<file path="config.mk">
export PLATFORM = sky130hd
export DESIGN_NAME = tlc_phase_sequencer
export DESIGN_NICKNAME = d
export VERILOG_FILES = /design/src/rtl/tlc_phase_sequencer.sv
export SDC_FILE = /design/constraint.sdc
export NUM_CORES = 1
export LEC_CHECK = 0
export CORE_MARGIN = 3
export CORE_UTILIZATION = 30
export CTS_BUF_LIST = sky130_fd_sc_hd__clkbuf_4 sky130_fd_sc_hd__clkbuf_8
export DETAILED_ROUTE_END_ITERATION = 10
export GPL_TIMING_DRIVEN = 0
export PLACE_DENSITY = 0.66
export SETUP_SLACK_MARGIN = 0.15
export SLEW_MARGIN = 25
export SYNTH_ARGS = -nofsm -noshare
export SYNTH_HDL_FRONTEND = slang
export SYNTH_SLANG_ARGS = --single-unit
</file>
<file path="constraint.sdc">
create_clock -name clk -period 5.25 [get_ports clk]
set_clock_uncertainty 0.2 [all_clocks]
set_input_delay 0.525 -clock clk [delete_from_list [all_inputs] [get_ports clk]]
set_output_delay 0.525 -clock clk [all_outputs]
set_load 0.01 [all_outputs]
</file>
<file path="src/rtl/tlc_phase_sequencer.sv">
// Multi-phase traffic signal sequencer: demand/recall phase service, emergency
// preemption and night flash, with per-phase demand latch and lamp decode lanes.

module tlc_phase_lane (
  input  logic       clk,
  input  logic       rst,
  input  logic       req,
  input  logic       grant,
  input  logic       sel,
  input  logic       grn,
  input  logic       yel,
  input  logic       flash_on,
  output logic       pending,
  output logic [1:0] light
);
  // A request arriving on the same cycle the phase is granted is dropped.
  always_ff @(posedge clk)
    if (rst)        pending <= 1'b0;
    else if (grant) pending <= 1'b0;
    else if (req)   pending <= 1'b1;

  always_comb begin
    light = 2'b00;
    if (flash_on)         light = 2'b01;
    else if (sel && grn)  light = 2'b10;
    else if (sel && yel)  light = 2'b01;
  end
endmodule

module tlc_phase_sequencer #(
  parameter int NUM_PHASES   = 4,
  parameter int TW           = 8,
  parameter int YELLOW_TIME  = 3,
  parameter int ALL_RED_TIME = 2,
  parameter int FLASH_HALF   = 4
) (
  input  logic                       clk,
  input  logic                       rst,
  input  logic [NUM_PHASES*TW-1:0]   green_time,
  input  logic [NUM_PHASES-1:0]      req,
  input  logic [NUM_PHASES-1:0]      recall,
  input  logic                       emg_req,
  input  logic [$clog2(NUM_PHASES)-1:0] emg_phase,
  input  logic                       flash_en,
  output logic [2*NUM_PHASES-1:0]    light,
  output logic [$clog2(NUM_PHASES)-1:0] phase,
  output logic [2:0]                 ps,
  output logic [TW-1:0]              count,
  output logic                       preempt_active
);
  localparam int PW = $clog2(NUM_PHASES);
  localparam logic [TW-1:0] ONE     = TW'(1);
  localparam logic [TW-1:0] Y_LAST  = (YELLOW_TIME  < 1) ? '0 : TW'(YELLOW_TIME - 1);
  localparam logic [TW-1:0] AR_LAST = (ALL_RED_TIME < 1) ? '0 : TW'(ALL_RED_TIME - 1);
  localparam logic [TW-1:0] F_LAST  = (FLASH_HALF   < 1) ? '0 : TW'(2*FLASH_HALF - 1);
  localparam logic [TW-1:0] F_HALF  = TW'(FLASH_HALF);

  typedef enum logic [2:0] {
    S_ALL_RED = 3'd0, S_GREEN = 3'd1, S_YELLOW = 3'd2, S_PREEMPT = 3'd3, S_FLASH = 3'd4
  } state_t;

  state_t                st, st_nx;
  logic [PW-1:0]         phase_nx, tgt, tgt_nx, nxt_ph;
  logic [TW-1:0]         count_nx, gdur, gdur_nx, g_last;
  logic                  emg_seen, emg_seen_nx, emg_now, nxt_found;
  logic [NUM_PHASES-1:0] pending, grant, svc;

  // tgt holds the phase the next ALL_RED expiry will hand green to.
  always_ff @(posedge clk)
    if (rst) begin
      st       <= S_ALL_RED;
      phase    <= '0;
      count    <= '0;
      gdur     <= '0;
      tgt      <= '0;
      emg_seen <= 1'b0;
    end else begin
      st       <= st_nx;
      phase    <= phase_nx;
      count    <= count_nx;
      gdur     <= gdur_nx;
      tgt      <= tgt_nx;
      emg_seen <= emg_seen_nx;
    end

  assign svc = pending | recall;

  // Cyclic search from phase+1; descending loop lets the nearest candidate win.
  always_comb begin
    nxt_found = 1'b0;
    nxt_ph    = phase;
    for (int k = NUM_PHASES - 1; k >= 1; k--)
      if (svc[(int'(phase) + k) % NUM_PHASES]) begin
        nxt_found = 1'b1;
        nxt_ph    = PW'((int'(phase) + k) % NUM_PHASES);
      end
  end

  assign g_last  = (gdur == '0) ? '0 : gdur - ONE;
  assign emg_now = emg_req | emg_seen;

  always_comb begin
    st_nx    = st;
    phase_nx = phase;
    count_nx = count + ONE;
    gdur_nx  = gdur;
    tgt_nx   = tgt;
    grant    = '0;
    case (st)
      S_ALL_RED:
        if (count == AR_LAST) begin
          count_nx = '0;
          if (emg_now) begin
            st_nx    = S_PREEMPT;
            phase_nx = emg_phase;
          end else if (flash_en) begin
            st_nx = S_FLASH;
          end else begin
            st_nx      = S_GREEN;
            phase_nx   = tgt;
            gdur_nx    = green_time[int'(tgt)*TW +: TW];
            grant[tgt] = 1'b1;
          end
        end
      S_GREEN:
        if (emg_req) begin
          count_nx = '0;
          st_nx    = (phase == emg_phase) ? S_PREEMPT : S_YELLOW;
        end else if (count == g_last) begin
          if (nxt_found) begin
            st_nx    = S_YELLOW;
            count_nx = '0;
            tgt_nx   = nxt_ph;
          end else begin
            count_nx = count;
          end
        end
      S_YELLOW:
        if (count == Y_LAST) begin
          st_nx    = S_ALL_RED;
          count_nx = '0;
        end
      S_PREEMPT:
        if (!emg_req) begin
          st_nx    = S_YELLOW;
          count_nx = '0;
          tgt_nx   = nxt_found ? nxt_ph : phase;
        end else if (&count) begin
          count_nx = count;
        end
      S_FLASH:
        if (emg_now || !flash_en) begin
          st_nx    = S_ALL_RED;
          count_nx = '0;
          tgt_nx   = '0;
        end else if (count == F_LAST) begin
          count_nx = '0;
        end
      default: begin
        st_nx    = S_ALL_RED;
        count_nx = '0;
      end
    endcase
    // Emergency seen while clearing is remembered until PREEMPT is reached.
    emg_seen_nx = (st_nx == S_PREEMPT) ? 1'b0 : emg_now;
  end

  assign ps             = st;
  assign preempt_active = (st == S_PREEMPT);

  genvar i;
  generate
    for (i = 0; i < NUM_PHASES; i++) begin : g_lane
      tlc_phase_lane u_lane (
        .clk      (clk),
        .rst      (rst),
        .req      (req[i]),
        .grant    (grant[i]),
        .sel      (phase == PW'(i)),
        .grn      ((st == S_GREEN) || (st == S_PREEMPT)),
        .yel      (st == S_YELLOW),
        .flash_on ((st == S_FLASH) && (count < F_HALF)),
        .pending  (pending[i]),
        .light    (light[2*i +: 2])
      );
    end
  endgenerate
endmodule

</file>
==> impl_metrics.py <==
metrics = {
    "cts": {
        "htreeDepth": 1,
        "path_clk_slew_ps": 100,
        "cts_made_buffers": 3,
        "post_cts_resize_count": 0,
        "cts_tree": "done",
        "cts_num_sinks": 28,
        "clockRootBuffer": "clkbuf_8",
        "cts_buffer_depth": 2,
        "clock_latency_ps": 280,
        "cts_hold_buf": 0,
        "postCtsSetupRepairBufs": 0,
    },
    "setup_path": {
        "slowest_delay_ps": 580,
        "critPathMaxFanout": 10,
        "worstSetupPathType": "flip-flop to flip-flop",
        "end_kind": "flip-flop",
        "worstPathArrival_ps": 3650,
        "worst_setup_path_start_kind": "flip-flop",
        "r2r_setup_slack_ps": 1610,
        "worstReg2RegEnd": "tgt[0]",
        "r2r-start": "gdur[0]",
        "reg2regPathDepth": 10,
        "worstPathRequired_ps": 5260,
        "cp_cell_sequence": "inv_1 > ha_1 > clkbuf_1 > nor4b_1 > a22oi_1 > o32a_1 > or4_4 > nor4_1 > o21a_1 > mux2i_1",
        "cp_slowest_cell": "nor4_1",
    },
    "logic_synthesis": {
        "async_flop_share_pct": 0,
        "syn_avg_cell_area_um2": 7.65,
        "synth_warnings": 0,
        "synth_edf_count": 0,
        "synthesis.area_um2": 2370,
        "synth_cells": 310,
        "ys_seq_area_share_pct": 23.6,
        "ys_seq_elements": 28,
        "synth_cell_types": 60,
        "syn_nets": 364,
        "synth-main-ff-cell": "dfxtp_1",
    },
    "floorplan": {
        "core_area_um2": 7450,
        "num_rows": 31,
        "dieArea_um2": 9010,
        "die_h_um": 94.9,
        "die_w_um": 94.9,
        "start_util_pct": 31.8,
        "io_pins": 68,
    },
    "route": {
        "viasPerCell": 5.31,
        "drt-pass1-iter-count": 4,
        "wirelength_mm": 7.03,
        "dr_total_vias": 2548,
        "drtIter0Drc": 102,
        "ant_nets": 0,
        "routedWlPerCell_um": 14.7,
        "drc": 0,
    },
    "sta": {
        "period_needed_ps": 3640,
        "worst_pin_slew_ps": 985,
        "slew_headroom_pct": 32.6,
        "fmax_mhz": 275,
        "hold_ws_ps": 303,
        "setup_viol": 0,
        "final.setup.tns_ps": 0,
        "period_share_pct": 69.3,
        "hold_viol_final": 0,
        "slew_violations": 0,
        "rsz0062_at_grt": "false",
    },
    "grt": {
        "track_usage_pct": 15.7,
        "met1_usage_pct": 21.3,
        "grt_pass1_vias": 2388,
        "overflow": 0,
        "grtUsageMet3_pct": 2.23,
        "grt_pass1_wl_mm": 11.5,
        "grt_use_met2_pct": 26.7,
        "antenna_found_initial": 0,
        "grt.busiest_layer": "met2",
        "grt_max_degree": 17,
    },
    "hold_path": {
        "worstHoldStart": "gdur[6]",
        "min_path_type": "flip-flop to flip-flop",
        "hold_depth": 2,
        "min_to": "gdur[6]",
    },
    "pwr": {
        "powerDensity_nw_per_um2": 298,
        "p_leak_nw": 1.09,
        "vdd_ir_drop_max_v": 0.000134,
    },
    "placed_design": {
        "portBuffers": 67,
        "dpl.hpwl_mm": 5.65,
        "gp_congestion": 0.844,
    },
    "outcome": {
        "status": "finished clean",
    },
    "finish": {
        "antennaDiodeCount": 0,
        "area_growth_pct": 36.5,
        "final_nets": 436,
        "drive_gt1_share_pct": 8.14,
    },
    "run": {
        "maxCapViolCount": 0,
    },
}
[cell usage in the layout (no fill, tap or decap), types with 7 or more instances in the layout]
| cell type | netlist | final |
|---|---|---|
| a21oi_1 | 26 | 26 |
| and2_1 | 8 | 8 |
| clkbuf_1 | 17 | 17 |
| clkdlybuf4s50_1 | 0 | 67 |
| dfxtp_1 | 28 | 28 |
| ha_1 | 8 | 8 |
| inv_1 | 17 | 17 |
| mux4_2 | 9 | 9 |
| nand2_1 | 40 | 40 |
| nor2_1 | 26 | 26 |
| nor3_1 | 15 | 15 |
| o21ai_0 | 7 | 7 |
| xnor2_1 | 7 | 7 |
[sequential cells by signal (all words and copies together), names as in the netlist]
name / cells
g_lane.u_lane.pending: 4
phase: 2
ps: 3
gdur: 8
emg_seen: 1
count: 8
tgt: 2
[per-stage QoR]
step	setup WS [ps]	area (µm²)	cells	total power [mW]	utilization, %
detailed placement	1710	3170	476	0.794	42.5
finish	1610	3240	480	0.966	43.5
global route	1350	3240	480	1.04	43.5
CTS	1630	3240	480	0.973	43.5
floorplan	2160	2370	310	0.617	-
global placement	1840	3170	476	0.784	42.5
[how the worst max path moves through the flow]
| stage | startpoint | end | slack (ps) | depth (start not counted) |
|---|---|---|---|---|
| 2_1_floorplan | gdur[0] | count[5] | 2160 | 10 |
| 5_1_grt | gdur[0] | tgt[0] | 1350 | 10 |
| 4_1_cts | gdur[0] | tgt[0] | 1630 | 10 |
| 3_5_place_dp | gdur[0] | tgt[0] | 1710 | 10 |
| 3_3_place_gp | gdur[0] | tgt[0] | 1840 | 10 |
| 6_report | gdur[0] | tgt[0] | 1610 | 10 |
[per-layer routing]
metal  vias to the layer above  routed length [µm]  part of all wire [%]
met5                         -                   0                     0
met2                        55                3480                    49
li1                       1284                   -                     -
met1                      1203                3220                    46
met4                         0                  61                  0.87
met3                         6                 268                   3.8
[cells in the mapped netlist (3+ instances only)]
| library cell | count | area, µm² |
|---|---|---|
| o21ai_0 | 7 | 35.0 |
| inv_1 | 17 | 63.8 |
| nand3_1 | 6 | 30.0 |
| clkbuf_1 | 17 | 63.8 |
| ha_1 | 8 | 100 |
| o21ai_1 | 4 | 20.0 |
| a22o_1 | 3 | 26.3 |
| and2_1 | 8 | 50.1 |
| a211oi_1 | 5 | 37.5 |
| o21a_1 | 4 | 30.0 |
| mux4_2 | 9 | 203 |
| a21oi_1 | 26 | 130 |
| nor3_1 | 15 | 75.1 |
| dfxtp_1 | 28 | 561 |
| o211ai_1 | 6 | 45.0 |
| mux2i_1 | 3 | 30.0 |
| nor2_1 | 26 | 97.6 |
| xnor2_1 | 7 | 61.3 |
| o22ai_1 | 4 | 25.0 |
| nand2b_1 | 3 | 18.8 |
| or4_1 | 4 | 30.0 |
| nor2b_1 | 3 | 18.8 |
| nor4_1 | 6 | 37.5 |
| nand2_1 | 40 | 150 |
| a31oi_1 | 3 | 18.8 |
[cell families after synthesis]
kind of cell	after synthesis	synth area share (%)
AOI/OAI and AO/OA	83	23.5
xor gates and xnor gates	9	3.32
adders and majority gates	8	4.22
buffers and inverters	38	6.60
DFF	28	23.6
muxes	13	10.3
and+or+nand+nor	131	28.4
[cell type report]
| class | instances | area, µm² |
|---|---|---|
| inverters | 17 | 63.8 |
| flip-flops and latches | 28 | 561 |
| multi-input cells | 244 | 1650 |
| well taps | 99 | 124 |
| clock inverters | 1 | 30.0 |
| fillers | 773 | 4210 |
| plain buffers | 21 | 92.6 |
| clock buffers | 3 | 41.3 |
| repair buffers | 67 | 671 |
[worst max-delay path: cells and delay by family (launching register included)]
family | cells | cell delay (ps)
simple gates | 3 | 1490
compound gates | 3 | 720
buf+inv | 2 | 420
flops | 1 | 390
mux | 1 | 190
fa+ha+maj | 1 | 150
[where the power goes]
group	switching, mW	total (mW)	leakage, nW	internal [mW]
clock network	0.0715	0.174	0.0357	0.102
logic	0.281	0.524	0.829	0.243
registers	0.0308	0.269	0.228	0.238
total	0.383	0.966	1.09	0.583
No activity file was read; power rests on OpenSTA's default activity.
